File: src/rtl/alu_pkg.sv
// rtl/alu_pkg.sv - shared ALU op codes, RV32 opcode constants and decoded-record type
// Purpose: single source of ALU operation codes for the decode stage and the ALU,
//          plus the decoded-record struct carried through the skid buffer.
package alu_pkg;

  localparam int XLEN = 32;

  // ALU operation codes (6 bits)
  localparam logic [5:0] ALU_NOP   = 6'd0;
  localparam logic [5:0] ALU_ADDI  = 6'd5;
  localparam logic [5:0] ALU_SLLI  = 6'd6;
  localparam logic [5:0] ALU_SLTI  = 6'd7;
  localparam logic [5:0] ALU_SLTIU = 6'd8;
  localparam logic [5:0] ALU_XORI  = 6'd9;
  localparam logic [5:0] ALU_SRLI  = 6'd10;
  localparam logic [5:0] ALU_SRAI  = 6'd11;
  localparam logic [5:0] ALU_ORI   = 6'd12;
  localparam logic [5:0] ALU_ANDI  = 6'd13;
  localparam logic [5:0] ALU_ADD   = 6'd18;
  localparam logic [5:0] ALU_SUB   = 6'd19;
  localparam logic [5:0] ALU_SLL   = 6'd20;
  localparam logic [5:0] ALU_SLT   = 6'd21;
  localparam logic [5:0] ALU_SLTU  = 6'd22;
  localparam logic [5:0] ALU_XOR   = 6'd23;
  localparam logic [5:0] ALU_SRL   = 6'd24;
  localparam logic [5:0] ALU_SRA   = 6'd25;
  localparam logic [5:0] ALU_OR    = 6'd26;
  localparam logic [5:0] ALU_AND   = 6'd27;

  // RV32I major opcodes and funct7 patterns
  localparam logic [6:0] OPC_OP_IMM = 7'b0010011;
  localparam logic [6:0] OPC_OP     = 7'b0110011;
  localparam logic [6:0] F7_ZERO    = 7'b0000000;
  localparam logic [6:0] F7_ALT     = 7'b0100000;

  typedef struct packed {
    logic [5:0]      alu_op;
    logic [4:0]      rs1;
    logic [4:0]      rs2;
    logic [4:0]      rd;
    logic [XLEN-1:0] imm;
    logic            use_imm;
    logic            illegal;
    logic [XLEN-1:0] pc;
  } dec_rec_t;

  localparam int DEC_REC_W = $bits(dec_rec_t);

  typedef enum logic [1:0] {
    BUF_EMPTY = 2'd0,
    BUF_ONE   = 2'd1,
    BUF_TWO   = 2'd2
  } buf_state_t;

endpackage

File: src/rtl/alu_decode_stage_if.sv
// rtl/alu_decode_stage_if.sv - fetch-side and execute-side handshake bundle of the decode stage
// Ports: in_valid/in_ready/in_instr/in_pc (fetch side), out_valid/out_ready/out_* (execute side).
// master = the environment (fetch + execute), slave = the decode stage.
interface alu_decode_stage_if;
  import alu_pkg::*;

  logic            in_valid;
  logic            in_ready;
  logic [XLEN-1:0] in_instr;
  logic [XLEN-1:0] in_pc;
  logic            out_valid;
  logic            out_ready;
  logic [5:0]      out_alu_op;
  logic [4:0]      out_rs1;
  logic [4:0]      out_rs2;
  logic [4:0]      out_rd;
  logic [XLEN-1:0] out_imm;
  logic            out_use_imm;
  logic            out_illegal;
  logic [XLEN-1:0] out_pc;

  modport master (
    output in_valid, in_instr, in_pc, out_ready,
    input  in_ready, out_valid, out_alu_op, out_rs1, out_rs2, out_rd,
           out_imm, out_use_imm, out_illegal, out_pc
  );

  modport slave (
    input  in_valid, in_instr, in_pc, out_ready,
    output in_ready, out_valid, out_alu_op, out_rs1, out_rs2, out_rd,
           out_imm, out_use_imm, out_illegal, out_pc
  );

endinterface

File: src/rtl/alu_op_decoder.sv
// rtl/alu_op_decoder.sv - combinational RV32I OP/OP-IMM instruction to decoded-record translator
// Ports: instr (raw instruction), pc (passed through), rec (decoded record; illegal flagged).
module alu_op_decoder
  import alu_pkg::*;
(
  input  logic [XLEN-1:0] instr,
  input  logic [XLEN-1:0] pc,
  output dec_rec_t        rec
);

  logic [6:0]      opcode;
  logic [2:0]      f3;
  logic [6:0]      f7;
  logic [XLEN-1:0] imm_i;
  logic [XLEN-1:0] imm_sh;

  assign opcode = instr[6:0];
  assign f3     = instr[14:12];
  assign f7     = instr[31:25];
  assign imm_i  = {{20{instr[31]}}, instr[31:20]};
  assign imm_sh = {27'd0, instr[24:20]};

  logic            legal;
  logic [5:0]      op;
  logic            use_imm;
  logic [XLEN-1:0] imm;

  always_comb begin
    legal   = 1'b0;
    op      = ALU_NOP;
    use_imm = 1'b0;
    imm     = '0;

    if (opcode == OPC_OP_IMM) begin
      use_imm = 1'b1;
      imm     = imm_i;
      legal   = 1'b1;
      case (f3)
        3'b000: op = ALU_ADDI;
        3'b001: begin
          op    = ALU_SLLI;
          imm   = imm_sh;
          legal = (f7 == F7_ZERO);
        end
        3'b010: op = ALU_SLTI;
        3'b011: op = ALU_SLTIU;
        3'b100: op = ALU_XORI;
        3'b101: begin
          op    = (f7 == F7_ALT) ? ALU_SRAI : ALU_SRLI;
          imm   = imm_sh;
          legal = (f7 == F7_ZERO) || (f7 == F7_ALT);
        end
        3'b110: op = ALU_ORI;
        default: op = ALU_ANDI;
      endcase
    end else if (opcode == OPC_OP) begin
      if (f7 == F7_ZERO) begin
        legal = 1'b1;
        case (f3)
          3'b000: op = ALU_ADD;
          3'b001: op = ALU_SLL;
          3'b010: op = ALU_SLT;
          3'b011: op = ALU_SLTU;
          3'b100: op = ALU_XOR;
          3'b101: op = ALU_SRL;
          3'b110: op = ALU_OR;
          default: op = ALU_AND;
        endcase
      end else if (f7 == F7_ALT) begin
        // Only sub and sra have an alternate-funct7 form.
        if (f3 == 3'b000) begin
          legal = 1'b1;
          op    = ALU_SUB;
        end else if (f3 == 3'b101) begin
          legal = 1'b1;
          op    = ALU_SRA;
        end
      end
    end
  end

  // Illegal records keep rs1/rs2/pc for diagnostics but zero everything else.
  always_comb begin
    rec         = '0;
    rec.rs1     = instr[19:15];
    rec.rs2     = instr[24:20];
    rec.pc      = pc;
    rec.illegal = 1'b1;
    if (legal) begin
      rec.alu_op  = op;
      rec.rd      = instr[11:7];
      rec.imm     = imm;
      rec.use_imm = use_imm;
      rec.illegal = 1'b0;
    end
  end

endmodule

File: src/rtl/alu_decode_stage.sv
// rtl/alu_decode_stage.sv - registered decode stage with 2-entry skid buffer feeding the ALU
// Ports: clk, rst_n (async active-low), flush (sync discard of buffered entries),
//        bus (slave side: fetch handshake in, decoded record handshake out).
module alu_decode_stage
  import alu_pkg::*;
(
  input  logic               clk,
  input  logic               rst_n,
  input  logic               flush,
  alu_decode_stage_if.slave  bus
);

  dec_rec_t   dec;
  dec_rec_t   head_q;
  dec_rec_t   tail_q;
  buf_state_t state_q;
  logic       in_ready_q;
  logic       out_valid_q;
  logic       push;
  logic       pop;

  alu_op_decoder u_dec (
    .instr (bus.in_instr),
    .pc    (bus.in_pc),
    .rec   (dec)
  );

  assign push = bus.in_valid & in_ready_q;
  assign pop  = out_valid_q & bus.out_ready;

  // head_q is always the oldest entry and drives out_*; tail_q only holds data in BUF_TWO.
  always_ff @(posedge clk or negedge rst_n) begin
    if (!rst_n) begin
      state_q     <= BUF_EMPTY;
      head_q      <= '0;
      tail_q      <= '0;
      in_ready_q  <= 1'b1;
      out_valid_q <= 1'b0;
    end else if (flush) begin
      state_q     <= BUF_EMPTY;
      in_ready_q  <= 1'b1;
      out_valid_q <= 1'b0;
    end else begin
      case (state_q)
        BUF_EMPTY: begin
          if (push) begin
            head_q      <= dec;
            state_q     <= BUF_ONE;
            out_valid_q <= 1'b1;
          end
        end
        BUF_ONE: begin
          if (push && pop) begin
            head_q <= dec;
          end else if (push) begin
            tail_q     <= dec;
            state_q    <= BUF_TWO;
            in_ready_q <= 1'b0;
          end else if (pop) begin
            state_q     <= BUF_EMPTY;
            out_valid_q <= 1'b0;
          end
        end
        BUF_TWO: begin
          // in_ready is low here, so only a pop can happen.
          if (pop) begin
            head_q     <= tail_q;
            state_q    <= BUF_ONE;
            in_ready_q <= 1'b1;
          end
        end
        default: begin
          state_q     <= BUF_EMPTY;
          in_ready_q  <= 1'b1;
          out_valid_q <= 1'b0;
        end
      endcase
    end
  end

  assign bus.in_ready    = in_ready_q;
  assign bus.out_valid   = out_valid_q;
  assign bus.out_alu_op  = head_q.alu_op;
  assign bus.out_rs1     = head_q.rs1;
  assign bus.out_rs2     = head_q.rs2;
  assign bus.out_rd      = head_q.rd;
  assign bus.out_imm     = head_q.imm;
  assign bus.out_use_imm = head_q.use_imm;
  assign bus.out_illegal = head_q.illegal;
  assign bus.out_pc      = head_q.pc;

endmodule

File: src/flat_wrapper.sv
// flat-port wrapper written by rule: the top's interface ports become plain ports
module alu_decode_stage_flat import alu_pkg::*;
  (clk, rst_n, flush, bus_in_valid, bus_in_instr, bus_in_pc, bus_out_ready, bus_in_ready, bus_out_valid, bus_out_alu_op, bus_out_rs1, bus_out_rs2, bus_out_rd, bus_out_imm, bus_out_use_imm, bus_out_illegal, bus_out_pc);
  alu_decode_stage_if bus_i ();
  input  logic clk;
  input  logic rst_n;
  input  logic flush;
  input wire logic [$bits(bus_i.in_valid)-1:0] bus_in_valid;
  input wire logic [$bits(bus_i.in_instr)-1:0] bus_in_instr;
  input wire logic [$bits(bus_i.in_pc)-1:0] bus_in_pc;
  input wire logic [$bits(bus_i.out_ready)-1:0] bus_out_ready;
  output wire logic [$bits(bus_i.in_ready)-1:0] bus_in_ready;
  output wire logic [$bits(bus_i.out_valid)-1:0] bus_out_valid;
  output wire logic [$bits(bus_i.out_alu_op)-1:0] bus_out_alu_op;
  output wire logic [$bits(bus_i.out_rs1)-1:0] bus_out_rs1;
  output wire logic [$bits(bus_i.out_rs2)-1:0] bus_out_rs2;
  output wire logic [$bits(bus_i.out_rd)-1:0] bus_out_rd;
  output wire logic [$bits(bus_i.out_imm)-1:0] bus_out_imm;
  output wire logic [$bits(bus_i.out_use_imm)-1:0] bus_out_use_imm;
  output wire logic [$bits(bus_i.out_illegal)-1:0] bus_out_illegal;
  output wire logic [$bits(bus_i.out_pc)-1:0] bus_out_pc;
  assign bus_i.in_valid = bus_in_valid;
  assign bus_i.in_instr = bus_in_instr;
  assign bus_i.in_pc = bus_in_pc;
  assign bus_i.out_ready = bus_out_ready;
  assign bus_in_ready = bus_i.in_ready;
  assign bus_out_valid = bus_i.out_valid;
  assign bus_out_alu_op = bus_i.out_alu_op;
  assign bus_out_rs1 = bus_i.out_rs1;
  assign bus_out_rs2 = bus_i.out_rs2;
  assign bus_out_rd = bus_i.out_rd;
  assign bus_out_imm = bus_i.out_imm;
  assign bus_out_use_imm = bus_i.out_use_imm;
  assign bus_out_illegal = bus_i.out_illegal;
  assign bus_out_pc = bus_i.out_pc;
  alu_decode_stage u_core (.clk(clk), .rst_n(rst_n), .flush(flush), .bus(bus_i));
endmodule
File: config.mk
export PLATFORM = sky130hd
export DESIGN_NAME = alu_decode_stage_flat
export DESIGN_NICKNAME = d
export VERILOG_FILES = /design/src/rtl/alu_pkg.sv /design/src/rtl/alu_decode_stage_if.sv /design/src/rtl/alu_op_decoder.sv /design/src/rtl/alu_decode_stage.sv /design/src/flat_wrapper.sv
export SDC_FILE = /design/constraint.sdc
export NUM_CORES = 1
export LEC_CHECK = 0
export ABC_AREA = 1
export CAP_MARGIN = 20
export CORE_MARGIN = 1.5
export CORE_UTILIZATION = 49
export DETAILED_ROUTE_END_ITERATION = 8
export GPL_TIMING_DRIVEN = 0
export PLACE_DENSITY = 0.79
export SYNTH_ARGS = -nofsm -noshare
export SYNTH_HDL_FRONTEND = slang
export SYNTH_SLANG_ARGS = --single-unit
File: constraint.sdc
create_clock -name clk -period 1.8 [get_ports clk]
set_input_delay 0.45 -clock clk [delete_from_list [all_inputs] [get_ports clk]]
set_output_delay 0.45 -clock clk [all_outputs]
set_load 0.01 [all_outputs]
==> results.sh <==
export IMPL_status="finished clean"
export IMPL_max_cap_violations=0
export IMPL_yosys_warnings=0
export IMPL_r2r_start="u_core.state_q[1]"
export IMPL_crit_end="bus_out_pc[0]"
export IMPL_drive_gt1_share_pct=14.60
export IMPL_register_area_sq_mm=0.003406
export IMPL_track_usage_pct=26.73
export IMPL_cp_top_family="buffers and inverters"
export IMPL_cpPeakStageDelay_ps=570
export IMPL_grt_pass1_vias=5537
export IMPL_fin_setup_tns_ps=0
export IMPL_skew_ps=5.183
export IMPL_worstSkewPairLatency_ps=420
export IMPL_fin_total_pwr_uw=14560
export IMPL_grt_setup_unrepaired="yes"
export IMPL_wl_per_cell_um=15.13
export IMPL_critPathSlowestCell="clkdlybuf4s50_1"
export IMPL_first_pass_iters=5
export IMPL_rrSetupSlack_ps=90
export IMPL_clk_path_buf_depth=2
export IMPL_io_pins=158
export IMPL_syn_to_final_growth_pct=44.20
export IMPL_synth_edff_count=0
export IMPL_hold_ws_ps=470.3
export IMPL_min_from="u_core.tail_q[30]"
export IMPL_tightest_slew_ps=576.3
export IMPL_synth_area_per_cell_sq_um=8.181
export IMPL_netlist_area_sq_mm=0.006242
export IMPL_worstPathArrival_ps=1330
export IMPL_synth_top_cell_area_share_pct=54.12
export IMPL_antenna_left=0
export IMPL_diodes=0
export IMPL_clock_fmax_ghz=0.5628
export IMPL_synth_cell_types=30
export IMPL_fin_crit_sh_pct=98.71
export IMPL_io_buffers=156
export IMPL_yosys_area_top_type="dfrtp_1"
export IMPL_clock_sinks=136
export IMPL_antenna_found_initial=0
export IMPL_coreArea_sq_mm=0.01252
export IMPL_slew_viol_final=0
export IMPL_ys_seq_area_share_pct=54.54
export IMPL_path_clk_slew_ps=60
export IMPL_vias=5863
export IMPL_fin_ws_ps=23.26
export IMPL_yosysMostFrequentCell="nand2_1"
export IMPL_crit_path_max_fanout=2
export IMPL_setup_viol=0
export IMPL_worst_path_buf_inv=1
export IMPL_die_w_um=115.9
export IMPL_grt_pass1_wl_um=27500
export IMPL_place_hpwl_um=11490
export IMPL_floorplan_rows=41
export IMPL_final_hold_violation_count=0
export IMPL_cts_root_buf="clkbuf_16"
export IMPL_timing_slew_headroom_pct=61.58
export IMPL_vias_per_cell=5.152
export IMPL_wirelength_um=17220
export IMPL_rr_worst_depth=7
export IMPL_cts_buffers=17
export IMPL_synthTopCellsByCount="286 x nand2_1, 135 x dfrtp_1, 77 x nor2_1"
export IMPL_pre_cts_ws_ps=-700.3
export IMPL_worstPathRequired_ps=1350
export IMPL_crit_type="flip-flop to output pin"
export IMPL_synth_nets=832
export IMPL_htree_levels=4
export IMPL_leakage_uw=0.004508
export IMPL_vdd_ir_drop_max_v=0.0008631
export IMPL_globalRouteOverflowTotal=0
export IMPL_worstHoldPathType="flip-flop to flip-flop"
export IMPL_ys_seq_elements=136
export IMPL_gp_congestion=0.8376
export IMPL_synth_ff_type="dfrtp_1"
export IMPL_synthTopCellsByArea="dfrtp_1 54%, nand2_1 17%, nor2_1 4.6%, a31oi_1 4.2%, buf_4 3.1%"
export IMPL_drt_iter0_drc=450
export IMPL_cp_start_kind="flip-flop"
export IMPL_drc_errors=0
export IMPL_dieArea_sq_mm=0.01343
export IMPL_start_util_pct=49.87
export IMPL_n_fill_cell=977
export IMPL_multi_input_area_sq_mm=0.002407
export IMPL_path_depth=1
export IMPL_die_h_um=115.9
export IMPL_fin_util_pct=71.91
export IMPL_p_per_area_mw_per_mm2=1618
export IMPL_cp_cell_sequence="clkdlybuf4s50_1"
export IMPL_nets=1022
export IMPL_cp_startpoint="u_core.bus.out_pc[0]"
export IMPL_fin_crit_ps=1777
export IMPL_r2r_end="u_core.bus.out_rd[3]"
export IMPL_grt_max_degree=94
export IMPL_cts_tree="yes"
export IMPL_endpoint_kind="output pin"
export IMPL_syn_instance_count=763
export IMPL_ys_async_sr_fraction_pct=100.0
==> cell type report <==
class | count | area share (%)
timing repair buffer | 171 | 19.31
tap | 172 | 2.391
multi-input combinational | 533 | 26.74
inverter | 32 | 1.446
sequential | 136 | 37.84
clock buffer | 25 | 5.616
clock inverter | 7 | 1.529
buffer | 62 | 5.129
==> metal layers <==
metal / global-route usage, % / vias up / routed length [um]
li1: - / 2841 / -
met1: 36.24 / 2798 / 7620
met2: 42.47 / 187 / 8176
met3: 4.864 / 37 / 941
met4: 11.54 / 0 / 483
met5: 0 / - / 0
==> power breakdown <==
group / internal [uW] / total (uW) / leakage [uW] / switching, uW
clock: 2500 / 3770 / 0.000313 / 1270
sequential: 4310 / 4990 / 0.00166 / 680
combinational: 3000 / 5800 / 0.00253 / 2810
total: 9800 / 14600 / 0.00451 / 4760
==> logic make-up after synthesis <==
family                 Yosys count  share of synthesized area, %
and+or+nand+nor                405                         25.48
buffers and inverters           94                         8.098
DFF                            136                         54.54
AOI/OAI and AO/OA              127                         11.83
other                            1                       0.06007
==> metrics by stage <==
step,cell area [sq um],instances
6_report,9001,1138
5_1_grt,9001,1138
4_1_cts,8751,1133
3_5_place_dp,8048,1092
3_3_place_gp,8019,1091
2_1_floorplan,6242,763
==> layout by cell type (no fill, tap or decap), types with 5 or more instances in the layout <==
master / synthesis / final
nand3_1: 33 / 32
buf_2: 8 / 11
buf_6: 6 / 16
nand2_2: 3 / 5
a31oi_1: 42 / 41
o21ai_1: 8 / 13
clkbuf_8: 0 / 5
clkdlybuf4s15_1: 0 / 6
dlymetal6s2s_1: 0 / 22
clkbuf_2: 0 / 12
dfrtp_1: 135 / 134
buf_4: 26 / 37
o21ai_0: 24 / 18
inv_1: 28 / 27
o21a_1: 7 / 7
nand2_1: 286 / 281
dlygate4sd2_1: 0 / 13
o2111ai_1: 6 / 6
clkdlybuf4s50_1: 0 / 100
nor2_1: 77 / 74
clkbuf_1: 20 / 10
a21oi_1: 34 / 30
clkbuf_16: 0 / 18
==> how the worst min path moves through the flow <==
stage,end,cells after the start
2_1_floorplan,u_core.bus.out_alu_op[0],0
3_3_place_gp,u_core.tail_q[27],2
3_5_place_dp,u_core.bus.out_pc[25],1
4_1_cts,u_core.tail_q[7],2
5_1_grt,u_core.tail_q[79],2
6_report,u_core.tail_q[30],2
==> flip-flops by register name, indices dropped and copies added (netlist names) <==
name / count
u_core.tail_q: 66
u_core.bus.out_pc: 32
u_core.bus.out_imm: 12
u_core.bus.out_alu_op: 5
u_core.bus.out_rd: 5
u_core.bus.out_rs1: 5
u_core.bus.out_rs2: 5
u_core.state_q: 2
u_core.bus.in_ready: 1
u_core.bus.out_illegal: 1
u_core.bus.out_use_imm: 1
u_core.bus.out_valid: 1
==> timing repair <==
action | CTS | global route
gates resized for setup | 85 | 93
buffers inserted | 8 | 3
hold endpoints to repair | 43 | 0
hold buffers | 1 | 0
setup endpoints to repair | 162 | 168
pin swaps | 1 | 4
gates cloned | 0 | 2
Power figures use the tool's default switching activity.
==> variant: new RTL, config.mk and constraints unchanged <==
Make the reset (`rst_n`) synchronous in one clocked block. Comments in the files are not updated.
--- a/src/rtl/alu_decode_stage.sv
+++ b/src/rtl/alu_decode_stage.sv
@@ -29,7 +29,7 @@
   assign pop  = out_valid_q & bus.out_ready;
 
   // head_q is always the oldest entry and drives out_*; tail_q only holds data in BUF_TWO.
-  always_ff @(posedge clk or negedge rst_n) begin
+  always_ff @(posedge clk) begin
     if (!rst_n) begin
       state_q     <= BUF_EMPTY;
       head_q      <= '0;
Formal check against the unedited RTL: differs if rst_n is asserted again (counterexample within 4 cycles, from zero or initial values and one cycle with rst_n low); with rst_n held inactive, the same outputs for 4 cycles.
==> variant against the unedited design <==
The run now ends with negative setup slack left. Hold slack lost 0.11 ns. Critical path type is now in -> reg. Non-clock buffer count grew 20. Global-route usage up 1.2 points. Synthesized area down 7.5%. Setup slack worse by 0.064 ns. Sequential cell count unchanged. Largest cell class unchanged. Routed wire length grew 8.4%. Final area shrank 3.9%.
Power is not compared: it rests on default switching activity, and its combinational part moved more than twofold at a synthesized area within 25%.
==> variant: results (changes against the unedited design) <==
[outcome]
outcome=finished with violations  ; was finished clean
violations=negative setup slack

[place]
gp_congestion=0.870  ; was 0.838
post-dp-hpwl_mm=11.9  ; was 11.5 mm
place_area_um2=7500  ; was 8050 um2
place_ws_ns=-0.581  ; was -0.700 ns
dp_cells=1078  ; was 1092
io_buffer_count=155  ; was 156

[sta]
setup_viol=11  ; was 0
setup_tns_ns=-0.223  ; was 0 ns
timing.final.ws_setup_ns=-0.0409  ; was 0.0233 ns
tightest_slew_ns=0.606  ; was 0.576 ns
finClkSkew_ns=0.0126  ; was 0.00518 ns

[clock_tree]
cts_max_path_buffers=2  ; unchanged
cts_buffers=17  ; unchanged
cts_root_buffer=clkbuf_16  ; unchanged
htree_levels=4  ; unchanged

[finish]
fin_nets=1045  ; was 1022
drive_gt1_frac=0.159  ; was 0.146
final_cells=1132  ; was 1138
num_antenna_cells=0  ; unchanged

[routing]
viasPerCell=5.58  ; was 5.15
first_pass_iters=9  ; was 5
wl_mm=18.7  ; was 17.2 mm
drt_iter0_drc=577  ; was 450

[global_route]
use_met3=0.0806  ; was 0.0486
grt_pass1_vias=5737  ; was 5537
grt_max_degree=17  ; was 94
track_usage=0.279  ; was 0.267
met1_usage=0.347  ; was 0.362
antenna_found_initial=0  ; unchanged
grt_pass1_wl_mm=27.9  ; was 27.5 mm
gr-usage-met2=0.460  ; was 0.425

[logic_synthesis]
async_reset_ff_frac=0  ; was 1.00
synth_warnings=0  ; unchanged
synth_nets=849  ; was 832
synth_cells=780  ; was 763
muxShareOfSynthArea=0  ; unchanged
ys_top_cells_by_count=nand2_1, dfxtp_1, o21ai_0  ; was nand2_1, dfrtp_1, nor2_1
yosys-top-cells-area=dfxtp_1, o21ai_0, nand2_1  ; was dfrtp_1, nand2_1, nor2_1
synth_compound_area_frac=0.231  ; was 0.118
seq_area_frac_synth=0.472  ; was 0.545

[setup_path]
crit_start=bus_in_instr[12]  ; was u_core.bus.out_pc[0]$_DFFE_PN0P_
cp_max_fo=7  ; was 2
r2r_start=u_core.state_q[1]$_SDFFE_PP0P_  ; was u_core.state_q[1]$_DFFE_PN0P_

[min_path]
min_from=bus_in_instr[28]  ; was u_core.tail_q[30]$_DFFE_PN0P_
hold_class=in -> reg  ; was reg -> reg

[power_and_ir_drop]
p_sw_mw=2.00
ir_worst_vdd_mv=0.782

[variant: logic make-up after synthesis]
logic type / Yosys count
flip-flops: 136
other: 1
AND/OR/NAND/NOR: 284
AO/OA/AOI/OAI: 251
buffers and inverters: 108
[variant: worst paths after layout]
path / endpoint / slack (ns) / depth (start not counted)
setup reg to reg: u_core.bus.out_rd[2]$_SDFFE_PN0P_ / 0.10 / 9
hold reg to reg: u_core.tail_q[35]$_SDFFE_PN0P_ / 0.46 / 2
setup / recovery: u_core.tail_q[66]$_SDFFE_PN0P_ / -0.04 / 9
hold / removal: u_core.tail_q[42]$_SDFFE_PN0P_ / 0.36 / 3
[variant: worst max-delay path, stage by stage]
cell and delay, ns:
clkdlybuf4s50_1 0.47, inv_1 0.14, nand2_1 0.10, nor2_1 0.17, nand4_1 0.26, nand3_4 0.19
buf_2 0.19, nand2_1 0.09, a21oi_1 0.12
[variant: metal layers]
metal / wire [um] / vias to the layer above
li1: - / 3010
met2: 8870 / 334
met1: 7440 / 2918
met3: 1740 / 60
met4: 614 / 0
met5: 0 / -
[variant: what timing repair did]
item | 4_1_cts | 5_1_grt
pin swaps | 3 | 12
endpoints found under the setup margin | 118 | 125
hold buffers | 0 | 0
hold endpoints to repair | 0 | 0
gates resized for setup | 45 | 80
gates cloned | 0 | 1
setup buffers | 9 | 17
[variant: power groups by stage]
stage	clock [mW]	sequential (mW)	combinational (mW)
2_1_floorplan	0	3.39	0.447
3_3_place_gp	0	3.35	1.12
3_5_place_dp	0	3.35	1.13
4_1_cts	4.11	3.28	1.16
5_1_grt	4.24	3.30	1.29
6_report	4.10	3.29	1.20
[variant: area by class of cell]
cell class              count  area (um2)
plain buffers              71         433
multi-input cells         536        2670
clock inverters            10         213
well taps                 143         179
flip-flops and latches    136        2730
fillers                   848        2820
clock buffers              22         494
repair buffers            182        1820
inverters                  32         123
